<file path="src/rtl/bcd_seg7_scan.sv">
// bcd_seg7_scan: display stage behind the 12-bit binary-to-BCD converter.
// Requests a conversion at regular intervals and latches the returned packed
// BCD. Drives a 4-digit common-anode multiplexed display with leading-zero
// blanking. A decimal point on the units digit marks stale data.
//
// Converter handshake: conv_en is a single-cycle request. The converter
// answers with a rising edge on bcd_rdy, and bcd_in is sampled on that edge.
// Only the rising edge counts, so a level held high captures exactly once.
// A rising edge is accepted in any state. Only one seen while waiting ends
// the request.
module bcd_seg7_scan #(
    parameter int SCAN_DIV     = 100000,
    parameter int UPDATE_TICKS = 1000,
    parameter int TIMEOUT      = 64
) (
    input  logic        clk,
    input  logic        rst_n,
    input  logic [15:0] bcd_in,
    input  logic        bcd_rdy,
    output logic        conv_en,
    output logic [3:0]  an,
    output logic [6:0]  seg,
    output logic        dp,
    output logic        stale
);

    localparam int DIV_W = (SCAN_DIV > 1) ? $clog2(SCAN_DIV) : 1;
    localparam int UPD_W = (UPDATE_TICKS > 1) ? $clog2(UPDATE_TICKS) : 1;
    localparam int TO_W  = (TIMEOUT > 1) ? $clog2(TIMEOUT) : 1;

    localparam logic [1:0] S_IDLE = 2'd0;
    localparam logic [1:0] S_REQ  = 2'd1;
    localparam logic [1:0] S_WAIT = 2'd2;

    logic [DIV_W-1:0] div_cnt;
    logic [UPD_W-1:0] upd_cnt;
    logic [TO_W-1:0]  to_cnt;
    logic [1:0]       state;
    logic [1:0]       digit_idx;
    logic [15:0]      held;
    logic             bcd_rdy_q;
    logic             tick;
    logic             rdy_rise;
    logic             blank3;
    logic             blank2;
    logic             blank1;
    logic [3:0]       cur_nib;
    logic             cur_blank;
    logic [6:0]       cur_seg;

    assign tick     = (div_cnt == DIV_W'(SCAN_DIV - 1));
    assign rdy_rise = bcd_rdy & ~bcd_rdy_q;

    // Blanking ripples down from the thousands digit; units is never blanked.
    assign blank3 = (held[15:12] == 4'd0);
    assign blank2 = blank3 && (held[11:8] == 4'd0);
    assign blank1 = blank2 && (held[7:4] == 4'd0);

    function automatic logic [6:0] seg_decode(input logic [3:0] d);
        case (d)
            4'd0:    return 7'b1000000;
            4'd1:    return 7'b1111001;
            4'd2:    return 7'b0100100;
            4'd3:    return 7'b0110000;
            4'd4:    return 7'b0011001;
            4'd5:    return 7'b0010010;
            4'd6:    return 7'b0000010;
            4'd7:    return 7'b1111000;
            4'd8:    return 7'b0000000;
            4'd9:    return 7'b0010000;
            default: return 7'b0111111;
        endcase
    endfunction

    // Select the nibble and blanking flag for the digit about to be shown.
    always_comb begin
        cur_nib   = held[3:0];
        cur_blank = 1'b0;
        case (digit_idx)
            2'd0: begin cur_nib = held[3:0];   cur_blank = 1'b0;   end
            2'd1: begin cur_nib = held[7:4];   cur_blank = blank1; end
            2'd2: begin cur_nib = held[11:8];  cur_blank = blank2; end
            default: begin cur_nib = held[15:12]; cur_blank = blank3; end
        endcase
        cur_seg = cur_blank ? 7'h7F : seg_decode(cur_nib);
    end

    // Scan divider: free-running 0..SCAN_DIV-1, tick on the terminal count.
    always_ff @(posedge clk or negedge rst_n) begin
        if (!rst_n) begin
            div_cnt <= '0;
        end else if (tick) begin
            div_cnt <= '0;
        end else begin
            div_cnt <= div_cnt + DIV_W'(1);
        end
    end

    // On each tick show the current digit, then advance to the next one.
    always_ff @(posedge clk or negedge rst_n) begin
        if (!rst_n) begin
            digit_idx <= 2'd0;
            an        <= 4'b1111;
            seg       <= 7'h7F;
            dp        <= 1'b1;
        end else if (tick) begin
            an        <= ~(4'b0001 << digit_idx);
            seg       <= cur_seg;
            dp        <= ~((digit_idx == 2'd0) && stale);
            digit_idx <= digit_idx + 2'd1;
        end
    end

    // Ready edge detector and result capture, independent of request state.
    always_ff @(posedge clk or negedge rst_n) begin
        if (!rst_n) begin
            bcd_rdy_q <= 1'b0;
            held      <= 16'h0000;
        end else begin
            bcd_rdy_q <= bcd_rdy;
            if (rdy_rise) begin
                held <= bcd_in;
            end
        end
    end

    // Request FSM: idle for UPDATE_TICKS ticks, pulse conv_en, then wait
    // for the ready edge or give up after TIMEOUT cycles.
    always_ff @(posedge clk or negedge rst_n) begin
        if (!rst_n) begin
            state   <= S_IDLE;
            upd_cnt <= '0;
            to_cnt  <= '0;
            conv_en <= 1'b0;
            stale   <= 1'b0;
        end else begin
            conv_en <= 1'b0;
            case (state)
                S_IDLE: begin
                    if (tick) begin
                        if (upd_cnt == UPD_W'(UPDATE_TICKS - 1)) begin
                            upd_cnt <= '0;
                            conv_en <= 1'b1;
                            state   <= S_REQ;
                        end else begin
                            upd_cnt <= upd_cnt + UPD_W'(1);
                        end
                    end
                end
                S_REQ: begin
                    to_cnt <= '0;
                    state  <= S_WAIT;
                end
                S_WAIT: begin
                    to_cnt <= to_cnt + TO_W'(1);
                    // A ready edge in the expiry cycle still counts as an answer.
                    if (rdy_rise) begin
                        stale <= 1'b0;
                        state <= S_IDLE;
                    end else if (to_cnt == TO_W'(TIMEOUT - 1)) begin
                        stale <= 1'b1;
                        state <= S_IDLE;
                    end
                end
                default: begin
                    state <= S_IDLE;
                end
            endcase
        end
    end

endmodule
</file>
<file path="config.mk">
export PLATFORM = sky130hd
export DESIGN_NAME = bcd_seg7_scan
export DESIGN_NICKNAME = d
export VERILOG_FILES = /design/src/rtl/bcd_seg7_scan.sv
export SDC_FILE = /design/constraint.sdc
export NUM_CORES = 1
export LEC_CHECK = 0
export BUFFER_PORTS_ARGS = -buffer_cell sky130_fd_sc_hd__buf_2
export CORE_UTILIZATION = 58
export DETAILED_ROUTE_END_ITERATION = 8
export PLACE_DENSITY = 0.78
export SYNTH_ARGS = -nofsm -noshare
export SYNTH_HDL_FRONTEND = slang
export SYNTH_SLANG_ARGS = --single-unit
export TNS_END_PERCENT = 1
</file>
<file path="constraint.sdc">
create_clock -name clk -period 2.6 [get_ports clk]
set_input_delay 0.65 -clock clk [delete_from_list [all_inputs] [get_ports clk]]
set_output_delay 0.65 -clock clk [all_outputs]
set_load 0.03 [all_outputs]
</file>
-- Yosys cells after proc, flatten, opt, wreduce, memory -nomap -nowiden
Memories as Yosys holds them, arrays and structs flattened.
Cells that the tools add are included.
- bits in registers: 68
- memory bits (read-only): 112
- logic and storage cells: 61
- memories kept: 1
- add/subtract/negate cells: 4
- eq/ne operators: 10
- shift operators: 1
- mux-type cells: 16
- bitwise logic cells: 4
- reductions and logical operators: 13
- memories (memory ; depth ; width ; read ports ; clocked after Yosys merged registers in ; write ports ; line ; text):
    (no name shown) ; 16 ; 7 ; 1 ; 0 ; 0 ; 60 ; case (d)
- operator list (cell ; count):
    adder 17 x 1 -> 17 bit (second input constant) ; 1
    equality test 17 bit (second input constant) ; 1
    2-to-1 mux 17 bit ; 1
    logical NOT 4 bit ; 3
    case mux 4 bit (3 select lines) ; 1
    case mux 6 bit (2 select lines) ; 1
    adder 10 x 1 -> 10 bit (second input constant) ; 1
    equality test 10 bit (second input constant) ; 1
    2-to-1 mux 10 bit ; 1
    2-to-1 mux 2 bit ; 4
    2-to-1 mux 7 bit ; 1
    adder 6 x 1 -> 6 bit (second input constant) ; 1
    equality test 6 bit (second input constant) ; 1
    case mux 2 bit (3 select lines) ; 1
    2-to-1 mux 1 bit ; 5
    equality test 2 x 1 -> 1 bit (second input constant) ; 2
    equality test 2 bit (second input constant) ; 2
    logical NOT 2 bit ; 2
    != test 2 bit (second input constant) ; 2
    inverter 4 bit ; 1
    AND reduction 2 bit ; 2
    nonzero test 2 bit ; 2
    left shift 1 x 2 -> 4 bit (first input constant) ; 1
    logical AND 1 bit ; 3
    6 further kinds ; 7

-- Longest topological paths before layout
Gate-level depths: netlist (run 1).
- depth in word-level cells: 5
- gate-level depth with buffers: 8

-- Least setup slack after synthesis (run 1)
No wires, ideal clock.
- path kind: flip-flop to flip-flop
- from: register div_cnt[5]
- to: register state[0]
- setup time: 0.128 ns
- arrival time: 2.007 ns
- required time: 2.472 ns
- setup slack: 0.465 ns
- stages on the path, launching flop included: 7
- path buffers: 1
- cell sequence: dfrtp_1 > or4b_4 > or4_1 > buf_2 > o21ai_1 > o31ai_1 > mux2_1
- longest elaborated chain between the ends: 3
- RTL lines (item ; line ; text):
    from (decl) ; 35 ; logic [DIV_W-1:0] div_cnt;
    from (signal assigned) ; 95 ; div_cnt <= div_cnt + DIV_W'(1);
    equality test 17 bit ; 51 ; assign tick = (div_cnt == DIV_W'(SCAN_DIV - 1));
    != test 2 bit (no source line) ; -- ;
    AND reduction 3 bit (no source line) ; -- ;
    to (signal assigned) ; 131 ; state <= S_IDLE;
    to (signal assigned) ; 144 ; state <= S_REQ;
    to (signal assigned) ; 152 ; state <= S_WAIT;
    to (decl) ; 38 ; logic [1:0] state;
No other way between the ends.
A chain may end at the register's enable or synchronous reset.

-- Worst setup path in the final report (run 1)
- from: register digit_idx[0]
- to: register seg[3]
- longest elaborated chain between the ends: 4
- elaborated cells between the ends (all ways): 7
- classes of those cells: eq/ne: 2; mux: 3; reduce/logical: 1; memory: 1
- RTL lines (item ; line ; text):
    from (decl) ; 39 ; logic [1:0] digit_idx;
    from (signal assigned) ; 110 ; digit_idx <= digit_idx + 2'd1;
    equality test 2 bit, or another cell as far along ; 79 ; case (digit_idx)
    case mux 4 bit (3 select lines) ; 79 ;
    memory read (16 x 7 bit) ; -- ;
    2-to-1 mux 7 bit * ; 85 ; cur_seg = cur_blank ? 7'h7F : seg_decode(cur_nib);
    to (signal assigned) ; 108 ; seg <= cur_seg;
    to (decl) ; 22 ; output logic [6:0] seg,
Mark *: on every way between the ends. The rest lies on a longest branch, timed or not.

==> summary.txt, run 1 <==
Synth
  – Number of nets in the synthesized netlist: roughly 350
  – Largest cells by area after synthesis: dfrtp_1 (43%), dfstp_2 (9.7%), ha_1 (5.8%)
  – Yosys warns: 0
  – Main flop type after synthesis: dfrtp_1
  – Area fraction of the dominant cell type after synthesis: 0.4294
  – Gate count after technology mapping: between 300 and 400
  – Post-synth EDFFs: 0
  – Cell type with the largest total area after synthesis: dfrtp_1
  – Syn Std Cell Area: 0.003263 mm^2
  – Number of synthesized register bits: a little under 70
  – Proportion of register bits with asynchronous set or reset after synthesis: 1.000
  – Mean instance size in the synthesized netlist: 10.49 um^2
  – Sequential share of the synthesized area: 0.5261
  – Synth cell types: 36

Route
  – Post-detailed-route via-to-cell ratio: 5.709
  – Detailed-route wire length per cell: approximately 15 um
  – Post-route DRC: 0
  – Total via count in the routed design: between 2000 and 2500
  – Total detailed-routing wirelength: between 6 and 7 mm
  – Detailed-routing iteration count for the pre-antenna-repair pass: 5
  – Detail Route Antenna Nets: 0
  – Number of design-rule violations left by the first detailed-router iteration: 78

STA
  – Final setup violation count: 0
  – Number of max-slew violations in the final report: 0
  – Post-Route Setup TNS: 0 ps
  – Setup repair after global routing missed its margin: false
  – Transition at the pin with the smallest max-transition slack: roughly 520 ps
  – Highest Clock Rate: around 430 MHz
  – Tightest slew margin relative to the limit: 0.6494
  – Post-route fraction of the period consumed by the critical path: 0.8919
  – Fin crit period: around 2300 ps
  – Fin Clk Skew: between 8 and 9 ps
  – Smallest hold slack: between 300 and 400 ps
  – Final hold vios: 0

Die
  – Die Y-Extent: between 70 and 80 um
  – Die extent in x: 77.01 um
  – Starting utilization of the core area: 0.6192
  – Die area: about 0.0059 mm^2
  – I/O pin total: 33
  – Core Area: ~0.0053 mm^2
  – Placement row count: 26

Critical path
  – Endpoint required time on the critical path: roughly 2900 ps
  – Largest driver fanout on the critical path: 7
  – Worst r2r src: digit_idx[0]
  – Critical path capture point type: flip-flop
  – Startpoint type of the worst setup path: flip-flop
  – R2R cell count: 7
  – Internal reg-to-reg setup slack: 280 ps
  – Worst path max stage delay: 470 ps
  – Worst Setup Path Type: flip-flop to flip-flop
  – Worst path arrival time: between 2000 and 3000 ps
  – CP cell instances: inv_1, ha_1, a222oi_1, mux2_2, nand2_1, a211oi_1, a21oi_1
  – Library cell contributing the largest single delay on the critical path: a211oi_1
  – RR Endpoint: seg[3]

Finish
  – Antenna diode count: 0
  – Nets@finish: approximately 390
  – Layout cell share with drive strength beyond 1: 0.2275
  – Final core occ: 0.7023
  – Filler instances: between 400 and 500
  – Area Overhead vs Synth: 13.42%
  – Number of standard cells in the layout, taps in and fillers out: around 430

Outcome
  – Outcome: completed

Place
  – Port bufs: 32
  – Gp weighted congestion: roughly 0.79
  – Post-Place Cells: a little over 400
  – Final HPWL from detailed placement: 4.466 mm

Power and ir drop
  – Power per unit of standard cell area: roughly 550 mW/mm^2
  – Worst-case vdd ir drop: around 0.42 mV
  – Overall power consumption: around 2.0 mW
  – Leak: approximately 1.6 nW

Hold path
  – Hold Path Class: primary input to asynchronous set/reset pin

CTS
  – Post-cts hold buffer count: 0
  – Post-CTS Repair Setup Buffers: 0
  – Total clock buffers created by CTS: 9
  – Clk pin slew, worst setup/hold paths: 70 ps
  – TritonCTS clock tree: yes
  – Cell at the root of the clock tree: clkbuf_8
  – Clock insertion delay at the later pin of the skew report: approximately 350 ps
  – H-tree Lvls: 3
  – Post-CTS resize count: 0
  – Maximum clock insertion buffer count: 2
  – CTS Sinks: approximately 70

GRT
  – Maximum number of pins on one net before global-route repair: 69
  – Initial antenna violation count: 0
  – Via count of the first global-routing pass: 2347
  – Global-route wire length before repair: 10.98 mm
  – Total gr overflow: 0
  – Overall track demand over capacity in global routing: 0.2400

Flow run
  – Max Cap Viol: 0
[how the worst max path moves through the flow]
| stage | slack, ps | start | to |
|---|---|---|---|
| 4_1_cts | 300 | digit_idx[0] | seg[3] |
| 6_report | 280 | digit_idx[0] | seg[3] |
| 3_5_place_dp | 300 | digit_idx[0] | seg[0] |
| 2_1_floorplan | 470 | div_cnt[5] | state[0] |
| 5_1_grt | 110 | digit_idx[0] | seg[0] |
| 3_3_place_gp | 410 | digit_idx[0] | seg[3] |
[sequential cells by signal, summed over array words and instances (netlist names), 2 cells and up]
signal,count
held,16
state,2
digit_idx,2
an,4
upd_cnt,10
div_cnt,17
seg,7
to_cnt,6
[through the flow]
step | instance area (um^2) | setup slack (ps)
3_3_place_gp | 3532 | 414.3
2_1_floorplan | 3263 | 465.5
5_1_grt | 3701 | 114.9
4_1_cts | 3701 | 303.1
3_5_place_dp | 3532 | 302.5
6_report | 3701 | 281.1
[worst max-delay path, delay by kind of cell, from the launching register on]
kind                     cells  cell delay, ps
AO/OA/AOI/OAI                3            1030
adder cells (fa/ha/maj)      1             280
buffers and inverters        1             100
flip-flops                   1             400
multiplexers                 1             310
AND/OR/NAND/NOR              1             100
[cells in the mapped netlist (7+ instances only)]
library cell,count
nor4_1,7
ha_1,15
nor2_1,29
mux2_2,16
a21oi_1,13
o21ai_0,25
dfstp_2,12
inv_1,14
nand3_1,13
xor2_1,8
xnor2_1,9
dfrtp_1,56
nand2_1,31
[placed cells by master (no fill, tap or decap), types with 2 or more instances in the layout]
master     netlist  final
clkbuf_8         0     10
nor3_1           2      2
nand2_1         31     31
o21ai_0         25     25
buf_2            1     32
or4_1            2      2
or3_1            5      5
nand4_1          6      6
dfstp_2         12     12
clkinv_2         0      4
dfrtp_1         56     56
nor2b_1          3      3
mux2_2          16     16
nor2_1          29     29
and2_1           3      3
a31oi_1          4      4
inv_1           14     14
mux2i_1          3      3
ha_1            15     15
o22ai_1          2      2
nand3_1         13     13
a211oi_1         2      2
o31ai_1          6      6
buf_4            0      3
and3_1           4      4
a222oi_1         4      4
nor4_1           7      6
nand4bb_1        2      2
a21oi_1         13     13
xor2_1           8      8
xnor2_1          9      9
mux2_1           2      2
[report_power, final]
part	leakage (nW)	switching, mW	internal (mW)
Combinational	0.694	0.0906	0.0739
Clock	0.0889	0.392	0.365
Sequential	0.851	0.0277	1.10
Total	1.63	0.510	1.53
[metal layers]
| layer | up-vias | part of all wire | global-route usage |
|---|---|---|---|
| met1 | 1181 | 0.46 | 0.3185 |
| met3 | 10 | 0.041 | 0.07619 |
| met4 | 0 | 0.017 | 0.08491 |
| met2 | 52 | 0.48 | 0.3714 |
| li1 | 1189 | - | - |
| met5 | - | 0 | 0 |
[cell type report]
class                           count  area [um^2]  share of cell area
Inverter                           14        52.55             0.01420
Sequential cell                    68         1717              0.4638
Multi-Input combinational cell    222         1473              0.3979
Tap cell                           70        87.58             0.02366
Timing Repair Buffer               36        202.7             0.05477
Clock buffer                       11        141.4             0.03820
Clock inverter                      5        27.53            0.007437
[cell families (layout without fill, tap and decap cells)]
logic type	Yosys count	after routing	synth area share
xor gates and xnor gates	17	17	0.04563
buffers and inverters	21	66	0.02454
muxes	21	21	0.07132
DFF	68	68	0.5261
AOI/OAI and AO/OA	60	60	0.1108
and+or+nand+nor	109	109	0.1641
adders and majority gates	15	15	0.05752
No activity file was read; power rests on OpenSTA's default activity.
==> inputs of run 2 (changes only) <==
Settings changed: REMOVE_ABC_BUFFERS from default to 1.
==> run 2 against run 1 <==
- hold slack worse by 55 ps
- clock skew down 2.0 ps
- via count up 1.0%
- die area unchanged
- sequential cell count unchanged
- global-route usage up 0.90 points
- utilization up 2.2 points
- highest routed layer unchanged
- largest power group is now the clock network
- sequential power about the same
- setup slack better by 27 ps
==> summary.txt, run 2 (synthesized netlist as in run 1, its figures left out) <==
Outcome
  – Outcome: completed (unchanged)

Place
  – Post-Place Cells: 410 (unchanged)
  – Final HPWL from detailed placement: 4.450 mm (was 4.466 mm)
  – Dpl cell area: 0.003532 mm^2 (unchanged)
  – Gp weighted congestion: 0.8008 (was 0.7861)
  – Post-Place Worst Slack: 330.4 ps (was 302.5 ps)
  – Port bufs: 32 (unchanged)

CTS
  – Maximum clock insertion buffer count: 2 (unchanged)
  – Post-CTS Repair Setup Buffers: 0 (unchanged)
  – H-tree Lvls: 3 (unchanged)
  – TritonCTS clock tree: yes (unchanged)
  – CTS Sinks: 68 (unchanged)
  – Clk pin slew, worst setup/hold paths: 70 ps (about the same)
  – Total clock buffers created by CTS: 9 (unchanged)
  – Cell at the root of the clock tree: clkbuf_8 (unchanged)
  – Post-cts hold buffer count: 0 (unchanged)
  – Clock insertion delay at the later pin of the skew report: 360 ps (was 350 ps)
  – Post-CTS resize count: 0 (unchanged)

Critical path
  – Most frequent cell on the critical path: o31ai_1
  – Crit. Startpoint: div_cnt[0] (was digit_idx[0])
  – Endpoint required time on the critical path: 2830 ps (was 2860 ps)
  – Library cell contributing the largest single delay on the critical path: nor4_1 (was a211oi_1)
  – Worst r2r src: div_cnt[0] (was digit_idx[0])
  – Worst path max stage delay: 540 ps (was 470 ps)
  – Worst Setup Path Type: flip-flop to flip-flop (unchanged)
  – Largest driver fanout on the critical path: 10 (was 7)
  – Critical path capture point type: flip-flop (unchanged)
  – CP cell instances: ha_1, nand4_1, nor4_1, nand2_1, o31ai_1, o31ai_1 (was inv_1, ha_1, a222oi_1, mux2_2, nand2_1, a211oi_1, a21oi_1)
  – Worst path arrival time: 2520 ps (was 2580 ps)
  – Startpoint type of the worst setup path: flip-flop (unchanged)

Power and ir drop
  – Leak: 1.684 nW (was 1.634 nW)
  – Overall power consumption: 2.520 mW (was 2.044 mW)
  – Clk network pwr share: 0.490 (was 0.370)
  – Combinational cell fraction of total power: 0.066 (was 0.080)
  – Worst-case vdd ir drop: 0.4887 mV (was 0.4210 mV)
  – Switching Power: 522.2 uW (was 510.1 uW)
  – Cell Int Power: 1.998 mW (was 1.534 mW)
  – Sequential share of power: 0.445 (was 0.549)
  – Switching portion of total power: 0.2072 (was 0.2496)
  – Power per unit of standard cell area: 659.9 mW/mm^2 (was 552.2 mW/mm^2)

STA
  – Smallest hold slack: 249.8 ps (was 304.7 ps)
  – Post-Route Setup TNS: 0 ps (unchanged)
  – Setup repair after global routing missed its margin: false (unchanged)
  – Transition at the pin with the smallest max-transition slack: 623.2 ps (was 521.1 ps)
  – Fin crit period: 2292 ps (was 2319 ps)
  – Fin Clk Skew: 6.770 ps (was 8.798 ps)
  – Number of max-slew violations in the final report: 0 (unchanged)
  – Post-route fraction of the period consumed by the critical path: 0.8815 (was 0.8919)
  – Tightest slew margin relative to the limit: 0.5807 (was 0.6494)
  – Final setup violation count: 0 (unchanged)
  – Worst setup slack after layout: 308.1 ps (was 281.1 ps)
  – Final hold vios: 0 (unchanged)
  – Highest Clock Rate: 436.3 MHz (was 431.2 MHz)

Finish
  – Register name with the most flops: div_cnt (unchanged)
  – Final standard cell area without fillers: 0.003819 mm^2 (was 0.003701 mm^2)
  – Largest regs: div_cnt (17), held (16), upd_cnt (10) (unchanged)
  – Antenna diode count: 0 (unchanged)
  – Most common cell after layout, fill and taps aside: dfrtp_1 (unchanged)
  – Nets@finish: 385 (unchanged)
  – Filler instances: 394 (was 418)
  – Number of standard cells in the layout, taps in and fillers out: 426 (unchanged)
  – Top library cells by usage in the layout, fill and taps aside: dfrtp_1 (56), buf_2 (32), nand2_1 (31) (unchanged)
  – Final core occ: 0.7246 (was 0.7023)
  – Area Overhead vs Synth: 17.02% (was 13.42%)
  – Layout cell share with drive strength beyond 1: 0.2303 (was 0.2275)
  – Flip-flop count of the largest register after layout: 17 (unchanged)

GRT
  – Global-route wire length before repair: 11.30 mm (was 10.98 mm)
  – Maximum number of pins on one net before global-route repair: 49 (was 69)
  – Overall track demand over capacity in global routing: 0.2490 (was 0.2400)
  – Initial antenna violation count: 0 (unchanged)
  – Total gr overflow: 0 (unchanged)
  – Via count of the first global-routing pass: 2493 (was 2347)

Die
  – I/O pin total: 33 (unchanged)
  – Die area: 0.005930 mm^2 (unchanged)
  – Starting utilization of the core area: 0.6192 (unchanged)
  – Core Area: 0.005270 mm^2 (unchanged)
  – Die Y-Extent: 77.01 um (unchanged)
  – Die extent in x: 77.01 um (unchanged)
  – Placement row count: 26 (unchanged)

Route
  – Detailed-route wire length per cell: 15.11 um (was 14.81 um)
  – Detailed-routing iteration count for the pre-antenna-repair pass: 4 (was 5)
  – Total via count in the routed design: 2457 (was 2432)
  – Number of design-rule violations left by the first detailed-router iteration: 95 (was 78)
  – Post-detailed-route via-to-cell ratio: 5.768 (was 5.709)
  – Detail Route Antenna Nets: 0 (unchanged)
  – Post-route DRC: 0 (unchanged)
  – Total detailed-routing wirelength: 6.437 mm (was 6.310 mm)

Flow run
  – Max Cap Viol: 0 (unchanged)

Hold path
  – Hold Path Class: primary input to asynchronous set/reset pin (unchanged)
==> run 2: layout make-up <==
| class | count | area (um^2) | area share |
|---|---|---|---|
| sequential | 68 | 1717 | 0.4495 |
| timing repair buffer | 36 | 202.7 | 0.05308 |
| clock inverter | 7 | 162.7 | 0.04260 |
| clock buffer | 9 | 123.9 | 0.03244 |
| multi-input combinational | 222 | 1473 | 0.3856 |
| inverter | 14 | 52.55 | 0.01376 |
| tap | 70 | 87.58 | 0.02294 |
==> run 2: worst max-delay path, delay by kind of cell, from the launching register on <==
family | cells | cell delay (ps)
AO/OA/AOI/OAI | 2 | 440
adder cells (fa/ha/maj) | 1 | 220
flip-flops | 1 | 390
AND/OR/NAND/NOR | 3 | 1120
==> run 2: layer usage <==
layer,share of wire,track usage
met1,0.44,0.2951
met2,0.49,0.4063
met3,0.042,0.09524
met4,0.025,0.1019
met5,0,0
==> run 2: power groups by stage <==
stage               registers [mW]  logic (mW)  clock network (mW)
global route                  1.13       0.187                1.29
detailed placement            1.14       0.165                   0
finish                        1.12       0.166                1.23
global placement              1.14       0.159                   0
floorplan                     1.13       0.103                   0
CTS                           1.12       0.166                1.26
==> run 2: final timing paths <==
kind | slack (ps) | endpoint | cells past startpoint
setup / recovery | 310 | upd_cnt[9] | 6
hold / removal | 250 | div_cnt[12] | 1
setup reg to reg | 310 | upd_cnt[9] | 6
hold reg to reg | 480 | dp | 1
max in group asynchronous | 1680 | seg[0] | 2
min in group clk | 400 | bcd_rdy_q | 1
==> inputs of run 3 (changes only) <==
Settings changed: PLACE_DENSITY 0.78 to 0.86.
==> run 3 against run 2 <==
- sequential cell count stayed put
- sequential power hardly changed
- design area is 2.8% lower
- critical path depth is 1 higher
- maximum frequency is 0.61% lower
- critical endpoint is now seg[3]
- largest power group is now sequential cells
==> summary.txt, run 3 (synthesized netlist as in run 1, its figures left out) <==
Route
  – Total detailed-routing wirelength: 6.641 mm (was 6.437 mm)
  – Detail Route Antenna Nets: 0 (unchanged)
  – Total via count in the routed design: 2526 (was 2457)
  – Detailed-routing iteration count for the pre-antenna-repair pass: 5 (was 4)
  – Metal2 WL: 3.194 mm (was 3.178 mm)
  – Met3 layer wire length in the routed design: 345 um (was 271 um)
  – Post-route met1 wirelength: 2.903 mm (was 2.824 mm)
  – Highest metal used: met4 (unchanged)
  – Number of design-rule violations left by the first detailed-router iteration: 171 (was 95)
  – Post-route DRC: 0 (unchanged)
  – Detailed-route wire length per cell: 15.59 um (was 15.11 um)
  – Post-detailed-route via-to-cell ratio: 5.930 (was 5.768)

STA
  – Setup repair after global routing missed its margin: false (unchanged)
  – Post-route fraction of the period consumed by the critical path: 0.8869 (was 0.8815)
  – Worst setup slack after layout: 294.1 ps (was 308.1 ps)
  – Fin Clk Skew: 10.69 ps (was 6.770 ps)
  – Smallest hold slack: 303.2 ps (was 249.8 ps)
  – Highest Clock Rate: 433.7 MHz (was 436.3 MHz)
  – Transition at the pin with the smallest max-transition slack: 543.5 ps (was 623.2 ps)
  – Fin crit period: 2306 ps (was 2292 ps)
  – Tightest slew margin relative to the limit: 0.6273 (was 0.5807)
  – Final hold vios: 0 (unchanged)
  – Number of max-slew violations in the final report: 0 (unchanged)
  – Final setup violation count: 0 (unchanged)

CTS
  – H-tree Lvls: 3 (unchanged)
  – Clock insertion delay at the later pin of the skew report: 340 ps (was 360 ps)
  – Total clock buffers created by CTS: 9 (unchanged)
  – Cell at the root of the clock tree: clkbuf_8 (unchanged)
  – TritonCTS clock tree: yes (unchanged)
  – Clk pin slew, worst setup/hold paths: 70 ps (about the same)
  – Post-cts hold buffer count: 0 (unchanged)
  – Maximum clock insertion buffer count: 2 (unchanged)
  – CTS Sinks: 68 (unchanged)

GRT
  – Maximum number of pins on one net before global-route repair: 69 (was 49)
  – Total gr overflow: 0 (unchanged)
  – Initial antenna violation count: 0 (unchanged)
  – Global-route wire length before repair: 11.30 mm (unchanged)
  – Overall track demand over capacity in global routing: 0.2475 (was 0.2490)
  – Via count of the first global-routing pass: 2461 (was 2493)

Place
  – Port bufs: 32 (unchanged)
  – Post-Place Cells: 410 (unchanged)
  – Post-Place Worst Slack: 201.4 ps (was 330.4 ps)
  – Final HPWL from detailed placement: 4.660 mm (was 4.450 mm)
  – Dpl cell area: 0.003532 mm^2 (unchanged)
  – Gp weighted congestion: 0.8971 (was 0.8008)

Critical path
  – Critical path capture point: seg[3] (was upd_cnt[9])
  – RR Endpoint: seg[3] (was upd_cnt[9])
  – R2R cell count: 7 (was 6)
  – Worst r2r src: digit_idx[0] (was div_cnt[0])
  – Worst path arrival time: 2570 ps (was 2520 ps)
  – Largest driver fanout on the critical path: 7 (was 10)
  – Library cell contributing the largest single delay on the critical path: a222oi_1 (was nor4_1)
  – Delay-heaviest family, CP: compound AO/OA/AOI/OAI gates (was simple AND/OR/NAND/NOR gates)
  – Crit. Startpoint: digit_idx[0] (was div_cnt[0])
  – Buffers & Inverters on Critical Path: 1 (was 0)
  – Endpoint required time on the critical path: 2860 ps (was 2830 ps)
  – CP cell instances: inv_1, ha_1, a222oi_1, mux2_2, nand2_1, a211oi_2, a21oi_1 (was ha_1, nand4_1, nor4_1, nand2_1, o31ai_1, o31ai_1)
  – Critical path depth: 7 (was 6)
  – Startpoint type of the worst setup path: flip-flop (unchanged)
  – Worst path max stage delay: 480 ps (was 540 ps)
  – Critical path capture point type: flip-flop (unchanged)
  – Worst Setup Path Type: flip-flop to flip-flop (unchanged)
  – Internal reg-to-reg setup slack: 290 ps (was 310 ps)

Finish
  – Top library cells by usage in the layout, fill and taps aside: dfrtp_1 (56), buf_2 (32), nand2_1 (31) (unchanged)
  – Antenna diode count: 0 (unchanged)
  – Number of standard cells in the layout, taps in and fillers out: 426 (unchanged)
  – Flip-flop count of the largest register after layout: 17 (unchanged)
  – Layout cell share with drive strength beyond 1: 0.2331 (was 0.2303)
  – Largest regs: div_cnt (17), held (16), upd_cnt (10) (unchanged)
  – Area Overhead vs Synth: 13.73% (was 17.02%)
  – Register name with the most flops: div_cnt (unchanged)
  – Final standard cell area without fillers: 0.003711 mm^2 (was 0.003819 mm^2)
  – Most common cell after layout, fill and taps aside: dfrtp_1 (unchanged)
  – Nets@finish: 385 (unchanged)

Power and ir drop
  – Overall power consumption: 2.059 mW (was 2.520 mW)
  – Power per unit of standard cell area: 554.9 mW/mm^2 (was 659.9 mW/mm^2)
  – Leak: 1.628 nW (was 1.684 nW)
  – Worst-case vdd ir drop: 0.4760 mV (was 0.4887 mV)

Die
  – Core Area: 0.005270 mm^2 (unchanged)
  – Die Y-Extent: 77.01 um (unchanged)
  – Starting utilization of the core area: 0.6192 (unchanged)
  – Die area: 0.005930 mm^2 (unchanged)
  – I/O pin total: 33 (unchanged)
  – Placement row count: 26 (unchanged)
  – Die extent in x: 77.01 um (unchanged)

Hold path
  – Hold Path Class: primary input to asynchronous set/reset pin (unchanged)

Flow run
  – Max Cap Viol: 0 (unchanged)

Outcome
  – Outcome: completed (unchanged)
## run 3: cell count changes in the layout (fill, tap and decap cells not counted), sizes merged
cell | previous run | this run
bufinv | 5 | 0
clkinv | 1 | 2
clkinvlp | 1 | 3
inv | 14 | 16
## run 3: worst min path at each step
stage | endpoint | slack (ps) | cells past startpoint
after floorplan | bcd_rdy_q | 350 | 0
after global placement | dp | 460 | 1
after detailed placement | dp | 460 | 1
after CTS | to_cnt[2] | 330 | 2
after global routing | upd_cnt[9] | 330 | 2
final | upd_cnt[4] | 300 | 2
## run 3: layout make-up
class	instances	area, um^2
Tap cell	70	87.58
Timing Repair Buffer	36	202.7
Clock buffer	9	123.9
Multi-Input combinational cell	222	1478
Sequential cell	68	1717
Fill cell	399	1559
Clock inverter	7	50.05
Inverter	14	52.55
## run 3: what timing repair did
action / 4_1_cts / 5_1_grt
setup buffers: 0 / 0
gates resized for setup: 0 / 1
endpoints found under the setup margin: 0 / 1
## run 3: worst reg2reg max path, delay by kind of cell (launching register included)
family                     cells  cell delay [ps]
AOI/OAI and AO/OA              3              970
muxes                          1              330
adders and majority gates      1              270
and+or+nand+nor                1              140
buffers and inverters          1              100
DFF                            1              420
## run 3: metal layers
layer / global-route usage / vias to the layer above
met5: 0 / -
met4: 0.1151 / 0
met3: 0.07738 / 23
met2: 0.3884 / 99
met1: 0.3133 / 1214
li1: - / 1190
## run 3: where the power goes
group	total [mW]	internal [mW]	switching (mW)
combinational	0.171	0.0744	0.0970
sequential	1.12	1.09	0.0266
clock	0.767	0.348	0.419
## run 3: through the flow
step / utilization / setup TNS, ps
2_1_floorplan: - / -5069
6_report: 0.7042 / 0
5_1_grt: 0.7042 / 0
3_3_place_gp: 0.6702 / 0
4_1_cts: 0.7032 / 0
3_5_place_dp: 0.6702 / 0
